File: config.mk
export PLATFORM = sky130hd
export DESIGN_NAME = tod_event_transmitter
export DESIGN_NICKNAME = d
export VERILOG_FILES = /design/src/rtl/tod_pkg.sv /design/src/rtl/tod_bit_serializer.sv /design/src/rtl/tod_event_transmitter.sv
export SDC_FILE = /design/constraint.sdc
export NUM_CORES = 1
export LEC_CHECK = 0
export CORE_MARGIN = 5
export CORE_UTILIZATION = 30
export CTS_BUF_LIST = sky130_fd_sc_hd__clkbuf_8 sky130_fd_sc_hd__clkbuf_16
export DETAILED_ROUTE_END_ITERATION = 16
export GPL_TIMING_DRIVEN = 0
export SLEW_MARGIN = 15
export SYNTH_ARGS = -nofsm -noshare
export SYNTH_HDL_FRONTEND = slang
export SYNTH_SLANG_ARGS = --single-unit
File: constraint.sdc
create_clock -name clk -period 5.55 [get_ports clk]
set_input_delay 1.11 -clock clk [delete_from_list [all_inputs] [get_ports clk]]
set_output_delay 1.11 -clock clk [all_outputs]
set_load 0.1 [all_outputs]
File: src/rtl/tod_pkg.sv
// Shared constants, FSM states and counter sizing for the TOD event transmitter.
package tod_pkg;

  localparam logic [7:0] EV_SHIFT_ZERO = 8'h70;
  localparam logic [7:0] EV_SHIFT_ONE  = 8'h71;
  localparam logic [7:0] EV_SEC_MARKER = 8'h7D;

  typedef enum logic [1:0] {
    ST_IDLE,
    ST_DELAY,
    ST_SHIFT,
    ST_GAP
  } tod_state_e;

  // One spacing counter covers both the start delay and the inter-bit gap.
  function automatic int tod_cnt_w(input int start_delay, input int bit_spacing);
    int m;
    m = (start_delay > bit_spacing) ? start_delay : bit_spacing;
    return $clog2(m + 1);
  endfunction

endpackage

File: src/rtl/tod_bit_serializer.sv
// Shifts a seconds value out one bit per emit slot, after a start delay and
// with a fixed spacing between bits. A new start restarts it at once.
module tod_bit_serializer
  import tod_pkg::*;
#(
  parameter int W           = 32,
  parameter int START_DELAY = 32,
  parameter int BIT_SPACING = 2,
  parameter bit MSB_FIRST   = 1'b1
) (
  input  logic         clk,
  input  logic         rst_n,
  input  logic         start,
  input  logic [W-1:0] value,
  output logic         bitValid,
  output logic         bitValue,
  output logic         done,
  output logic         nextBit
);

  localparam int CW = tod_cnt_w(START_DELAY, BIT_SPACING);
  localparam int BW = $clog2(W);
  localparam logic [CW-1:0] DLY_INIT = CW'(START_DELAY - 1);
  localparam logic [CW-1:0] GAP_INIT = CW'(BIT_SPACING - 1);
  localparam logic [BW-1:0] LAST_BIT = BW'(W - 1);

  logic          act_q, act_d;
  logic [W-1:0]  sh_q, sh_d;
  logic [BW-1:0] bit_q, bit_d;
  logic [CW-1:0] spc_q, spc_d;

  assign bitValid = act_q && (spc_q == '0);
  assign bitValue = MSB_FIRST ? sh_q[W-1] : sh_q[0];
  assign done     = bitValid && (bit_q == LAST_BIT);
  assign nextBit  = act_d && (spc_d == '0);

  always_comb begin
    act_d = act_q;
    sh_d  = sh_q;
    bit_d = bit_q;
    spc_d = spc_q;
    if (start) begin
      act_d = 1'b1;
      sh_d  = value;
      bit_d = '0;
      spc_d = DLY_INIT;
    end else if (bitValid) begin
      sh_d  = MSB_FIRST ? {sh_q[W-2:0], 1'b0} : {1'b0, sh_q[W-1:1]};
      bit_d = bit_q + 1'b1;
      spc_d = GAP_INIT;
      if (done) act_d = 1'b0;
    end else if (act_q) begin
      spc_d = spc_q - 1'b1;
    end
  end

  always_ff @(posedge clk or negedge rst_n) begin
    if (!rst_n) begin
      act_q <= 1'b0;
      sh_q  <= '0;
      bit_q <= '0;
      spc_q <= '0;
    end else begin
      act_q <= act_d;
      sh_q  <= sh_d;
      bit_q <= bit_d;
      spc_q <= spc_d;
    end
  end

endmodule

File: src/rtl/tod_event_transmitter.sv
// Emits a seconds marker on PPS followed by the serialised seconds value,
// merging an upstream event stream into the cycles TOD does not use.
module tod_event_transmitter
  import tod_pkg::*;
#(
  parameter int         SECONDS_WIDTH         = 32,
  parameter logic [7:0] EVCODE_SHIFT_ZERO     = EV_SHIFT_ZERO,
  parameter logic [7:0] EVCODE_SHIFT_ONE      = EV_SHIFT_ONE,
  parameter logic [7:0] EVCODE_SECONDS_MARKER = EV_SEC_MARKER,
  parameter int         START_DELAY           = 32,
  parameter int         BIT_SPACING           = 2,
  parameter bit         MSB_FIRST             = 1'b1,
  parameter int         OVERRUN_WIDTH         = 16
) (
  input  logic                     clk,
  input  logic                     rst_n,
  input  logic                     ppsStrobe,
  input  logic [SECONDS_WIDTH-1:0] secondsLoad,
  input  logic                     secondsLoadValid,
  input  logic                     autoIncrement,
  input  logic [7:0]               upEvCode,
  input  logic                     upEvCodeValid,
  output logic                     upEvCodeReady,
  output logic [7:0]               evCode,
  output logic                     evCodeValid,
  output logic [SECONDS_WIDTH-1:0] secondsSent,
  output logic                     busy,
  output logic [OVERRUN_WIDTH-1:0] ppsOverrunCounter
);

  tod_state_e               state_q, state_d;
  logic [SECONDS_WIDTH-1:0] sent_q, sent_d, pend_q, pend_d, frame_val;
  logic                     pend_vld_q, pend_vld_d;
  logic                     busy_q, busy_d;
  logic                     ev_vld_q, ev_vld_d;
  logic [7:0]               ev_code_q, ev_code_d;
  logic [OVERRUN_WIDTH-1:0] ovr_q, ovr_d;
  logic                     bit_valid, bit_value, bit_done, bit_next, up_acc;

  tod_bit_serializer #(
    .W           (SECONDS_WIDTH),
    .START_DELAY (START_DELAY),
    .BIT_SPACING (BIT_SPACING),
    .MSB_FIRST   (MSB_FIRST)
  ) u_ser (
    .clk      (clk),
    .rst_n    (rst_n),
    .start    (ppsStrobe),
    .value    (frame_val),
    .bitValid (bit_valid),
    .bitValue (bit_value),
    .done     (bit_done),
    .nextBit  (bit_next)
  );

  // Upstream is held off during reset so nothing is accepted and then lost.
  assign upEvCodeReady = rst_n && !ppsStrobe && !bit_valid;
  assign up_acc        = upEvCodeValid && upEvCodeReady;

  // A load arriving with the PPS wins over an older pending load.
  always_comb begin
    if (secondsLoadValid)   frame_val = secondsLoad;
    else if (pend_vld_q)    frame_val = pend_q;
    else if (autoIncrement) frame_val = sent_q + 1'b1;
    else                    frame_val = sent_q;
  end

  always_comb begin
    state_d    = state_q;
    sent_d     = sent_q;
    pend_d     = pend_q;
    pend_vld_d = pend_vld_q;
    ovr_d      = ovr_q;
    ev_vld_d   = 1'b0;
    ev_code_d  = 8'h00;
    if (secondsLoadValid) begin
      pend_d     = secondsLoad;
      pend_vld_d = 1'b1;
    end
    if (ppsStrobe) begin
      pend_vld_d = 1'b0;
      sent_d     = frame_val;
      state_d    = bit_next ? ST_SHIFT : ST_DELAY;
      ev_vld_d   = 1'b1;
      ev_code_d  = EVCODE_SECONDS_MARKER;
      if (busy_q && (ovr_q != '1)) ovr_d = ovr_q + 1'b1;
    end else begin
      if (bit_done)                state_d = ST_IDLE;
      else if (bit_next)           state_d = ST_SHIFT;
      else if (state_q == ST_SHIFT) state_d = ST_GAP;
      if (bit_valid) begin
        ev_vld_d  = 1'b1;
        ev_code_d = bit_value ? EVCODE_SHIFT_ONE : EVCODE_SHIFT_ZERO;
      end else if (up_acc) begin
        ev_vld_d  = 1'b1;
        ev_code_d = upEvCode;
      end
    end
    // Stay busy through the cycle that presents the last bit code.
    busy_d = (state_d != ST_IDLE) || bit_done;
  end

  always_ff @(posedge clk or negedge rst_n) begin
    if (!rst_n) begin
      state_q    <= ST_IDLE;
      sent_q     <= '0;
      pend_q     <= '0;
      pend_vld_q <= 1'b0;
      busy_q     <= 1'b0;
      ev_vld_q   <= 1'b0;
      ev_code_q  <= 8'h00;
      ovr_q      <= '0;
    end else begin
      state_q    <= state_d;
      sent_q     <= sent_d;
      pend_q     <= pend_d;
      pend_vld_q <= pend_vld_d;
      busy_q     <= busy_d;
      ev_vld_q   <= ev_vld_d;
      ev_code_q  <= ev_code_d;
      ovr_q      <= ovr_d;
    end
  end

  assign evCode            = ev_code_q;
  assign evCodeValid       = ev_vld_q;
  assign secondsSent       = sent_q;
  assign busy              = busy_q;
  assign ppsOverrunCounter = ovr_q;

endmodule
==> flow_summary.toml <==
[drt]
drtAntennaViolNets = 0
drc = 0
vias_per_cell = 5.181
routedWlPerCell_um = 19.35
drt-pass1-iter-count = 6
drt_wl_total_um = 23490
vias = 6290
drt_iter0_drc = 483

[setup_path]
worst-path-max-fanout = 10
cp_num_cells = 6
r2r_end = "u_ser.sh_q[7]"
path_common_cell = "clkbuf_1"
cpPeakStageDelay_ps = 1140
crit_chain = "clkbuf_1 -> inv_1 -> clkbuf_8 -> clkbuf_1 -> and3_1 -> clkdlybuf4s50_1"
end_kind = "output pin"
reg2reg_depth = 10
crit_buf_inv = 5
r2r_slack_ps = 2670
startpoint = "ppsStrobe"
cp-endpoint = "upEvCodeReady"
cpMaxStageDelayCell = "clkdlybuf4s50_1"
reg2reg_from = "u_ser.spc_q[0]"
cp.required_ps = 4440
startpoint_type = "primary input"
path_class = "in2out"
crit_arrival_ps = 3900
cp_top_family = "buffers and inverters"

[yosys]
syn_nets = 812
synthArstFlopShare_pct = 100.0
ys_seq_area_share_pct = 48.48
synth_ff_type = "dfrtp_1"
synth_edf_count = 0
ys_warn_count = 0
syn_area_um2 = 7072
ys_ff_latch = 137
syn_avg_cell_area_um2 = 9.305
synthTopCellsByArea = "dfrtp_1 (48%), nand2_1 (5.8%), o21ai_0 (3.4%), nor2_1 (3.2%), xnor2_1 (2.6%)"
synth.most_common_cell = "dfrtp_1"
syn_inst = 760
ys_types = 74
synth_top_area_share_pct = 48.48
ys_top_cells_by_count = "dfrtp_1 (137), nand2_1 (109), nor2_1 (60)"
yosysTopAreaCell = "dfrtp_1"

[placement]
dp_hpwl_um = 16470
pre_cts_slack_ps = 589.2
place.gp.congestion = 0.8636
placed_cell_area_um2 = 8524
port_buffers = 102

[final_layout]
area_growth_pct = 30.31
drive_gt1_share_pct = 8.603
design_area_um2 = 9215
diodes = 0
fin_nets = 934

[cts]
cts_tree = "yes"
numCtsBuffers = 17
cts_sinks = 137
ctsResizeCount = 0
root_buffer = "clkbuf_16"
htreeDepth = 4
clockBufferDepth = 2
clkTransAtPathRegs_ps = 60
cts.hold.buffers_added = 0
cts_setup_buffers = 0
clock_latency_ps = 420

[power]
swShare_pct = 36.79
power.density_nw_per_um2 = 389.5
p_clk_share_pct = 37.2
power.leakage_nw = 3.820
power_frac_seq_pct = 34.9
vdd_drop_max_mv = 0.2365
p_int_mw = 2.269
pwr-share-comb_pct = 27.8
p_sw_mw = 1.320

[grt]
grt_max_degree = 80
grt_util_met3_pct = 3.785
grt_usage_pct = 18.02
grt_pass1_wl_um = 36780
globalRouteMet2Util_pct = 28.21
grt_pass1_vias = 6353
busiest_layer = "met2"
antenna_found_initial = 0
use_met1_pct = 25.12
overflow = 0

[sta]
period_share_pct = 90.21
finalSetupTns_ps = 0
fmax_ghz = 0.1997
hold_viol_final = 0
fin_crit_ps = 5007
rsz0062_at_grt = "false"
worst_pin_slew_ps = 1026
slew_headroom_pct = 31.36
setup_viol = 0
finalClockSkew_ps = 6.622
setup_slack_ps = 543.1
maxSlewViolCount = 0

[die]
ios = 105
fp.dieH_um = 163.5
fp.dieW_um = 163.5
core_area_um2 = 23330
start_util_pct = 30.31
dieArea_um2 = 26740
row_count = 56

[run]
drv_cap = 0

[status]
status = "complete, no violations"

[worst_hold_path]
min_path_type = "reg2reg"
[registers in the layout, indices dropped and copies added (netlist names)]
name / cells
evCodeValid: 1
secondsSent: 32
state_q: 2
u_ser.sh_q: 32
busy: 1
pend_q: 32
u_ser.act_q: 1
u_ser.spc_q: 6
ppsOverrunCounter: 16
pend_vld_q: 1
evCode: 8
u_ser.bit_q: 5
[placed cells by master, fill, tap and decap left out, types with 11 or more instances in the layout]
master / instances
xor2_1: 17
buf_1: 11
clkbuf_16: 17
nor3_1: 21
xnor2_1: 21
nor2_1: 60
mux2_2: 11
inv_1: 41
dfrtp_1: 137
and3_1: 11
a31oi_1: 14
clkbuf_1: 22
clkdlybuf4s50_1: 101
nand4_1: 18
nand2_1: 109
o211ai_1: 14
o21ai_0: 48
nand3_1: 31
a21oi_1: 31
[cells by family (layout without fill, tap and decap cells)]
group	count (synthesis)	count (layout)	share of synthesized area (%)
DFF	137	137	48.48
xor gates and xnor gates	38	38	4.706
and+or+nand+nor	301	301	21.37
muxes	23	23	3.486
buffers and inverters	84	219	4.954
AOI/OAI and AO/OA	171	171	15.94
adders and majority gates	6	6	1.062
[layer usage]
layer  share of wire [%]  routed length [um]  vias up
li1                    -                   -     2930
met1                  45               10500     3085
met4                 2.0                 481        0
met3                 7.8                1832       25
met2                  45               10670      250
met5                   0                   0        -
[per-stage QoR]
step | hold slack, ps | utilization [%] | instances | power, mW
2_1_floorplan | 449.6 | - | 760 | 1.954
3_3_place_gp | 463.9 | 36.40 | 1181 | 2.255
3_5_place_dp | 470.5 | 36.53 | 1182 | 2.266
4_1_cts | 483.9 | 39.47 | 1214 | 3.611
5_1_grt | 522.6 | 39.49 | 1214 | 3.724
6_report | 484.0 | 39.49 | 1214 | 3.589
[worst min-delay path, delay by kind of cell, from the launching register on]
family | cells | cell delay (ps)
flops | 1 | 340
simple gates | 1 | 50
compound gates | 1 | 60
[layout make-up]
cell class	count	area, um^2
buffer	43	196.4
clock buffer	20	466.7
clock inverter	12	217.7
fill	2324	14120
inverter	41	153.9
multi-input combinational	539	3299
sequential	137	3428
tap	319	399.1
timing repair buffer	103	1054
[how the worst min path moves through the flow]
stage	endpoint	depth (start not counted)	slack, ps	startpoint
6_report	u_ser.sh_q[7]	2	480	u_ser.sh_q[7]
5_1_grt	ppsOverrunCounter[15]	1	520	ppsOverrunCounter[15]
4_1_cts	u_ser.sh_q[9]	2	480	u_ser.sh_q[9]
3_5_place_dp	u_ser.sh_q[9]	2	470	u_ser.sh_q[9]
3_3_place_gp	u_ser.sh_q[9]	2	460	u_ser.sh_q[9]
2_1_floorplan	u_ser.sh_q[4]	2	450	u_ser.sh_q[4]
[power groups by stage]
stage | Combinational (mW) | Clock (mW) | Sequential, mW
3_5_place_dp | 0.998 | 0 | 1.27
5_1_grt | 1.06 | 1.39 | 1.27
2_1_floorplan | 0.267 | 0 | 1.69
3_3_place_gp | 0.988 | 0 | 1.27
4_1_cts | 1.00 | 1.36 | 1.25
6_report | 0.999 | 1.34 | 1.25
Power figures use the tool's default switching activity.
